## config.mk

```make
export PLATFORM = sky130hd
export DESIGN_NAME = div_scheduler_flat
export DESIGN_NICKNAME = d
export VERILOG_FILES = /design/src/rtl/div_scheduler_if.sv /design/src/rtl/div_scheduler.sv /design/src/flat_wrapper.sv
export SDC_FILE = /design/constraint.sdc
export NUM_CORES = 1
export LEC_CHECK = 0
export CORE_AREA = 5 5 154 156
export DETAILED_ROUTE_END_ITERATION = 8
export DIE_AREA = 0 0 159 161
export PLACE_DENSITY = 0.83
export SETUP_SLACK_MARGIN = 0.2
export SLEW_MARGIN = 20
export SYNTH_ARGS = -nofsm -noshare
export SYNTH_HDL_FRONTEND = slang
export SYNTH_SLANG_ARGS = --single-unit
```

## constraint.sdc

```tcl
create_clock -name clk -period 11.8 [get_ports clk]
set_clock_uncertainty 0.15 [all_clocks]
set_input_delay 1.18 -clock clk [delete_from_list [all_inputs] [get_ports clk]]
set_output_delay 1.18 -clock clk [all_outputs]
set_load 0.02 [all_outputs]
```

## src/rtl/div_scheduler_if.sv

```systemverilog
// Bundle of requester, response and shared-divider signals around div_scheduler.
// "master" is the environment side (requesters plus divider); "slave" is the scheduler.
interface div_scheduler_if #(
   parameter int N_REQ = 3,
   parameter int WIDTH = 32
);
   localparam int ID_W = (N_REQ > 1) ? $clog2(N_REQ) : 1;

   logic [N_REQ-1:0]       req_valid;
   logic [N_REQ*WIDTH-1:0] req_dividend;
   logic [N_REQ*WIDTH-1:0] req_divisor;
   logic [N_REQ-1:0]       req_ack;

   logic                   resp_valid;
   logic [ID_W-1:0]        resp_id;
   logic [WIDTH-1:0]       resp_quotient;
   logic [WIDTH-1:0]       resp_remainder;
   logic                   resp_err;
   logic                   busy;

   logic                   div_reset;
   logic                   div_start;
   logic [WIDTH-1:0]       div_dividend;
   logic [WIDTH-1:0]       div_divisor;
   logic                   div_done;
   logic [WIDTH-1:0]       div_quotient;
   logic [WIDTH-1:0]       div_remainder;

   modport master (
      output req_valid, req_dividend, req_divisor,
      output div_done, div_quotient, div_remainder,
      input  req_ack, resp_valid, resp_id, resp_quotient, resp_remainder, resp_err, busy,
      input  div_reset, div_start, div_dividend, div_divisor
   );

   modport slave (
      input  req_valid, req_dividend, req_divisor,
      input  div_done, div_quotient, div_remainder,
      output req_ack, resp_valid, resp_id, resp_quotient, resp_remainder, resp_err, busy,
      output div_reset, div_start, div_dividend, div_divisor
   );
endinterface

```

## src/rtl/div_scheduler.sv

```systemverilog
// Round-robin arbiter sharing one iterative divider among N_REQ gain computations,
// with divide-by-zero bypass and a RUN-phase watchdog.
//
// state  | meaning
// IDLE   | waiting for a request; grant and operand latch happen here
// CLR    | one-cycle clear pulse to the divider
// RUN    | divider started, watchdog counting
// RESP   | one-cycle response strobe, divider held in clear
module div_scheduler #(
   parameter int N_REQ   = 3,
   parameter int WIDTH   = 32,
   parameter int TIMEOUT = 40
) (
   input logic          clk,
   input logic          reset,
   div_scheduler_if.slave bus
);
   localparam int ID_W = (N_REQ > 1) ? $clog2(N_REQ) : 1;

   localparam logic [1:0] S_IDLE = 2'd0;
   localparam logic [1:0] S_CLR  = 2'd1;
   localparam logic [1:0] S_RUN  = 2'd2;
   localparam logic [1:0] S_RESP = 2'd3;

   localparam logic [7:0] CNT_LAST = 8'(TIMEOUT - 1);

   logic [1:0]       state;
   logic [7:0]       run_cnt;
   logic [ID_W-1:0]  last_grant;
   logic [ID_W-1:0]  cur_id;
   logic [WIDTH-1:0] opd_dividend;
   logic [WIDTH-1:0] opd_divisor;
   logic [ID_W-1:0]  resp_id_q;
   logic [WIDTH-1:0] resp_q;
   logic [WIDTH-1:0] resp_r;
   logic             resp_err_q;

   logic [WIDTH-1:0] dvd_arr [N_REQ];
   logic [WIDTH-1:0] dvs_arr [N_REQ];
   logic             grant_found;
   logic [ID_W-1:0]  grant_idx;
   logic [ID_W-1:0]  cand_idx;
   int               cand;
   logic [WIDTH-1:0] win_dividend;
   logic [WIDTH-1:0] win_divisor;
   logic [N_REQ-1:0] ack_vec;

   always_comb begin
      for (int i = 0; i < N_REQ; i++) begin
         dvd_arr[i] = bus.req_dividend[i*WIDTH +: WIDTH];
         dvs_arr[i] = bus.req_divisor[i*WIDTH +: WIDTH];
      end
   end

   // Search starts one past the previous winner so every requester gets a turn.
   always_comb begin
      grant_found = 1'b0;
      grant_idx   = '0;
      cand        = 0;
      cand_idx    = '0;
      for (int k = 1; k <= N_REQ; k++) begin
         cand = int'(last_grant) + k;
         if (cand >= N_REQ) begin
            cand = cand - N_REQ;
         end
         cand_idx = cand[ID_W-1:0];
         if (!grant_found && bus.req_valid[cand_idx]) begin
            grant_found = 1'b1;
            grant_idx   = cand_idx;
         end
      end
   end

   assign win_dividend = dvd_arr[grant_idx];
   assign win_divisor  = dvs_arr[grant_idx];

   always_comb begin
      ack_vec = '0;
      if (state == S_IDLE && grant_found) begin
         ack_vec[grant_idx] = 1'b1;
      end
   end

   always_ff @(posedge clk or negedge reset) begin
      if (!reset) begin
         state        <= S_IDLE;
         run_cnt      <= '0;
         last_grant   <= ID_W'(N_REQ - 1);
         cur_id       <= '0;
         opd_dividend <= '0;
         opd_divisor  <= '0;
         resp_id_q    <= '0;
         resp_q       <= '0;
         resp_r       <= '0;
         resp_err_q   <= 1'b0;
      end else begin
         case (state)
            S_IDLE: begin
               run_cnt <= '0;
               if (grant_found) begin
                  last_grant   <= grant_idx;
                  cur_id       <= grant_idx;
                  opd_dividend <= win_dividend;
                  opd_divisor  <= win_divisor;
                  // A zero divisor never reaches the divider; the answer is known now.
                  if (win_divisor == '0) begin
                     resp_id_q  <= grant_idx;
                     resp_q     <= '1;
                     resp_r     <= win_dividend;
                     resp_err_q <= 1'b1;
                     state      <= S_RESP;
                  end else begin
                     state <= S_CLR;
                  end
               end
            end
            S_CLR: begin
               run_cnt <= '0;
               state   <= S_RUN;
            end
            S_RUN: begin
               if (bus.div_done) begin
                  resp_id_q  <= cur_id;
                  resp_q     <= bus.div_quotient;
                  resp_r     <= bus.div_remainder;
                  resp_err_q <= 1'b0;
                  run_cnt    <= '0;
                  state      <= S_RESP;
               end else if (run_cnt == CNT_LAST) begin
                  resp_id_q  <= cur_id;
                  resp_q     <= '0;
                  resp_r     <= '0;
                  resp_err_q <= 1'b1;
                  run_cnt    <= '0;
                  state      <= S_RESP;
               end else begin
                  run_cnt <= run_cnt + 8'd1;
               end
            end
            S_RESP: begin
               run_cnt <= '0;
               state   <= S_IDLE;
            end
            default: begin
               state <= S_IDLE;
            end
         endcase
      end
   end

   assign bus.req_ack        = ack_vec;
   assign bus.resp_valid     = (state == S_RESP);
   assign bus.resp_id        = resp_id_q;
   assign bus.resp_quotient  = resp_q;
   assign bus.resp_remainder = resp_r;
   assign bus.resp_err       = resp_err_q;
   assign bus.busy           = (state != S_IDLE);
   assign bus.div_reset      = (state != S_RUN);
   assign bus.div_start      = (state == S_RUN);
   assign bus.div_dividend   = opd_dividend;
   assign bus.div_divisor    = opd_divisor;

endmodule

```

## src/flat_wrapper.sv

```systemverilog
// flat-port wrapper written by rule: the top's interface ports become plain ports
module div_scheduler_flat 
#(
   parameter int N_REQ   = 3,
   parameter int WIDTH   = 32,
   parameter int TIMEOUT = 40
)
  (clk, reset, bus_req_valid, bus_req_dividend, bus_req_divisor, bus_div_done, bus_div_quotient, bus_div_remainder, bus_req_ack, bus_resp_valid, bus_resp_id, bus_resp_quotient, bus_resp_remainder, bus_resp_err, bus_busy, bus_div_reset, bus_div_start, bus_div_dividend, bus_div_divisor);
  div_scheduler_if #(.N_REQ(N_REQ), .WIDTH(WIDTH)) bus_i ();
  input logic clk;
  input logic reset;
  input wire logic [$bits(bus_i.req_valid)-1:0] bus_req_valid;
  input wire logic [$bits(bus_i.req_dividend)-1:0] bus_req_dividend;
  input wire logic [$bits(bus_i.req_divisor)-1:0] bus_req_divisor;
  input wire logic [$bits(bus_i.div_done)-1:0] bus_div_done;
  input wire logic [$bits(bus_i.div_quotient)-1:0] bus_div_quotient;
  input wire logic [$bits(bus_i.div_remainder)-1:0] bus_div_remainder;
  output wire logic [$bits(bus_i.req_ack)-1:0] bus_req_ack;
  output wire logic [$bits(bus_i.resp_valid)-1:0] bus_resp_valid;
  output wire logic [$bits(bus_i.resp_id)-1:0] bus_resp_id;
  output wire logic [$bits(bus_i.resp_quotient)-1:0] bus_resp_quotient;
  output wire logic [$bits(bus_i.resp_remainder)-1:0] bus_resp_remainder;
  output wire logic [$bits(bus_i.resp_err)-1:0] bus_resp_err;
  output wire logic [$bits(bus_i.busy)-1:0] bus_busy;
  output wire logic [$bits(bus_i.div_reset)-1:0] bus_div_reset;
  output wire logic [$bits(bus_i.div_start)-1:0] bus_div_start;
  output wire logic [$bits(bus_i.div_dividend)-1:0] bus_div_dividend;
  output wire logic [$bits(bus_i.div_divisor)-1:0] bus_div_divisor;
  assign bus_i.req_valid = bus_req_valid;
  assign bus_i.req_dividend = bus_req_dividend;
  assign bus_i.req_divisor = bus_req_divisor;
  assign bus_i.div_done = bus_div_done;
  assign bus_i.div_quotient = bus_div_quotient;
  assign bus_i.div_remainder = bus_div_remainder;
  assign bus_req_ack = bus_i.req_ack;
  assign bus_resp_valid = bus_i.resp_valid;
  assign bus_resp_id = bus_i.resp_id;
  assign bus_resp_quotient = bus_i.resp_quotient;
  assign bus_resp_remainder = bus_i.resp_remainder;
  assign bus_resp_err = bus_i.resp_err;
  assign bus_busy = bus_i.busy;
  assign bus_div_reset = bus_i.div_reset;
  assign bus_div_start = bus_i.div_start;
  assign bus_div_dividend = bus_i.div_dividend;
  assign bus_div_divisor = bus_i.div_divisor;
  div_scheduler #(.N_REQ(N_REQ), .WIDTH(WIDTH), .TIMEOUT(TIMEOUT)) u_core (.clk(clk), .reset(reset), .bus(bus_i));
endmodule
```

==> flow_summary.toml <==
[cts]
cts_setup_buffers = 0
clk_pin_slew_ns = 0.06
cts-resized-gates = 0
clkSinkCount = 144
ctsLongestPathBuffers = 2
post_cts_hold_buffer_count = 0
ctsRootBufferMaster = "sky130_fd_sc_hd__clkbuf_16"
clkLatencyLatePin_ns = 0.41
tritoncts = "done"
cts-buffers-inserted = 17
cts_max_level = 4

[setup_path]
crit_path_end_kind = "register"
worst-endpoint-arrival_ns = 6.79
critical_path.n_buffers_inverters = 2
rr_startpoint = "u_core.cur_id[0]"
critPathLaunch = "bus_req_valid[1]"
crit_path_max_delay_family = "simple AND/OR/NAND/NOR gates"
critical_setup_path_kind = "in -> reg"
timing.critical_path.cells = "clkdlybuf4s50_1 > mux2i_1 > mux2i_1 > or4_1 > nand3_1 > nand3_1 > a22oi_1 > nand4_1 > or4_4 > a211oi_4 > buf_4 > mux2_2"
setup.worst_path.start_class = "input port"
worst-endpoint-required_ns = 11.94
crit_slowest_cell = "sky130_fd_sc_hd__or4_1"
worst_path_largest_cell_delay_ns = 1.13
crit_fanout = 48

[yosys]
postSynthAreaPerCell_sq_um = 8.67
mappedNetlistArea_sq_um = 7970
synth_largest_type_area_fraction = 0.449
synth-seq-area-share = 0.452
synth-main-ff-cell = "sky130_fd_sc_hd__dfrtp_1"
synthesis.yosys.warnings = 0
synth.net_count = 1190
postSynthCellCount = 919
share_of_synthesized_flip_flops_with_an_asynchronous_set_or_reset = 1.00
synth-edff-count = 0
yosys_register_bits = 144
synthTopCellsByArea = "sky130_fd_sc_hd__dfrtp_1 (45%), sky130_fd_sc_hd__o21ai_0 (12%), sky130_fd_sc_hd__nand2_1 (9.4%), sky130_fd_sc_hd__nand3_1 (6.3%), sky130_fd_sc_hd__a2bb2oi_2 (5.7%)"
yosysTopAreaCell = "sky130_fd_sc_hd__dfrtp_1"
synth_cell_types = 47

[global_routing]
number_of_antenna_violations_at_the_first_check_in_global_routing = 0
grt_start_max_net_pins = 75
grt_pass1_vias = 8321
global_route.usage.total = 0.225
grt_overflow_total = 0
grt_pass1_wl_mm = 46.4

[routing]
drt-initial-drc-count = 748
wl_met2_mm = 15.2
routed_wire_length_per_instance_microns = 19.3
average_vias_per_placed_instance = 5.30
antenna_violating_nets_post_route = 0
via_count = 8329
route.detailed.drc = 0
detailroute.wirelength.met3_mm = 2.24
top_layer_used = "met4"
final_routed_wirelength_mm = 30.3
detailedRoute.firstPassIterationCount = 5
met1_length_mm = 11.9

[floorplan]
starting_density_of_the_core = 0.358
dieArea_sq_um = 25600
die_height_microns = 161
area_inside_the_core_boundary_sq_um = 22200
width_of_the_chip_microns = 159
io_pins = 400
placement_rows = 55

[power_and_ir_drop]
irDropWorstVdd_mv = 0.195
power-per-cell-area_nw_per_um2 = 339
leakagePower_nw = 5.20

[hold_path]
hold_path_class = "reg -> reg"
hold_path_startpoint = "u_core.run_cnt[0]"

[layout]
drive_above_1_share = 0.113
fill_cells = 1926
final_common_cell = "sky130_fd_sc_hd__clkdlybuf4s50_1"
num_antenna_cells = 0
area_growth_pct = 59.5
most_frequent_cells_in_the_layout = "sky130_fd_sc_hd__clkdlybuf4s50_1 (398), sky130_fd_sc_hd__nand2_1 (199), sky130_fd_sc_hd__o21ai_0 (196)"
fin_nets = 1546
finish.utilization = 0.572

[job]
max_cap_violation_count = 0

[timing]
worst_slew_margin_rel = 0.218
accumulated_negative_setup_slack_ns = 0
final_max_slew_viol_count = 0
worst-slew-pin-transition_ns = 1.17
final.min_clock_period_ns = 6.65
finalCritPeriodShare = 0.563
max_clock_freq_mhz = 150
rsz0062_at_grt = "false"
setup_viol = 0
timing.final.hold_violations = 0

[place]
gpl_congestion = 0.956
buffer_ports.inserted = 399
post-dp-hpwl_mm = 22.7

[outcome]
outcome = "complete, no violations"
## cell usage after synthesis, types with 2 or more instances
cell type                   count
sky130_fd_sc_hd__clkbuf_1      55
sky130_fd_sc_hd__mux2_1         8
sky130_fd_sc_hd__a2bb2oi_1      3
sky130_fd_sc_hd__and3_1         2
sky130_fd_sc_hd__o21ai_0      197
sky130_fd_sc_hd__nand4_1        4
sky130_fd_sc_hd__nor3_1         2
sky130_fd_sc_hd__a2bb2oi_2     30
sky130_fd_sc_hd__xor2_1         4
sky130_fd_sc_hd__nor2_1        18
sky130_fd_sc_hd__a21oi_1        3
sky130_fd_sc_hd__inv_1          9
sky130_fd_sc_hd__mux2_2        26
sky130_fd_sc_hd__dfrtp_1      143
sky130_fd_sc_hd__buf_1          6
sky130_fd_sc_hd__buf_6          4
sky130_fd_sc_hd__nand2b_1       6
sky130_fd_sc_hd__ha_1           9
sky130_fd_sc_hd__a22oi_1       19
sky130_fd_sc_hd__nand2_1      199
sky130_fd_sc_hd__mux2i_1        2
sky130_fd_sc_hd__or2_2         33
sky130_fd_sc_hd__nand3_1      101
sky130_fd_sc_hd__buf_4          6
sky130_fd_sc_hd__buf_2          6
sky130_fd_sc_hd__or4_1          2
sky130_fd_sc_hd__xnor2_1        2
## routing by layer
layer  track usage  up-vias
met3        0.0554       59
met1         0.278     4021
met4        0.0752        0
met2         0.387      352
met5             0        -
li1              -     3897
## cell type report
class | count | area [sq um] | area share
clock buffer | 18 | 439 | 0.0345
clock inverter | 13 | 153 | 0.0120
inverter | 9 | 33.8 | 0.00266
multi-input combinational | 689 | 4020 | 0.316
sequential | 144 | 3600 | 0.284
tap | 285 | 357 | 0.0281
timing repair buffer | 414 | 4110 | 0.323
## state kept, by name, summed over array words and instances, names as in the netlist
register,cells
u_core.bus.resp_id,2
u_core.last_grant,1
u_core.bus.resp_remainder,32
u_core.bus.div_dividend,32
u_core.run_cnt,8
u_core.cur_id,2
u_core.state,2
u_core.bus.resp_quotient,32
u_core.bus.resp_err,1
u_core.bus.div_divisor,32
## path summary, 6_finish.rpt
kind / cells past startpoint / end / slack (ns)
min reg2reg: 1 / u_core.run_cnt[0] / 0.32
min in group asynchronous: 1 / u_core.bus.div_divisor[13] / 0.61
min: 1 / u_core.run_cnt[0] / 0.32
max in group asynchronous: 2 / u_core.bus.resp_quotient[23] / 9.45
max reg2reg: 12 / u_core.bus.resp_remainder[7] / 5.37
max: 12 / u_core.bus.resp_remainder[7] / 5.15
## power by group
part / switching, mW / internal [mW] / total, mW / leakage [nW]
combinational: 1.70 / 1.18 / 2.88 / 3.21
clock: 0.226 / 0.320 / 0.546 / 0.274
sequential: 0.141 / 0.744 / 0.885 / 1.71
total: 2.06 / 2.25 / 4.31 / 5.20
## cell families after synthesis
group / count (synthesis) / synth area share
buffers and inverters: 86 / 0.0481
XOR/XNOR: 6 / 0.00660
AO/OA/AOI/OAI: 265 / 0.218
AND/OR/NAND/NOR: 373 / 0.210
adder cells (fa/ha/maj): 9 / 0.0141
multiplexers: 36 / 0.0506
flip-flops: 144 / 0.452
## metrics by stage
stage	instances	total power, mW	cell area, sq um	hold WS (ns)	setup slack [ns]
after floorplan	919	2.72	7970	0.283	7.31
after global placement	1541	3.69	12100	0.295	4.91
after detailed placement	1541	3.77	12100	0.313	4.77
after CTS	1572	4.33	12700	0.321	5.24
after global routing	1572	4.62	12700	0.347	4.93
final	1572	4.31	12700	0.322	5.15
(Power assumes the default switching activity.)
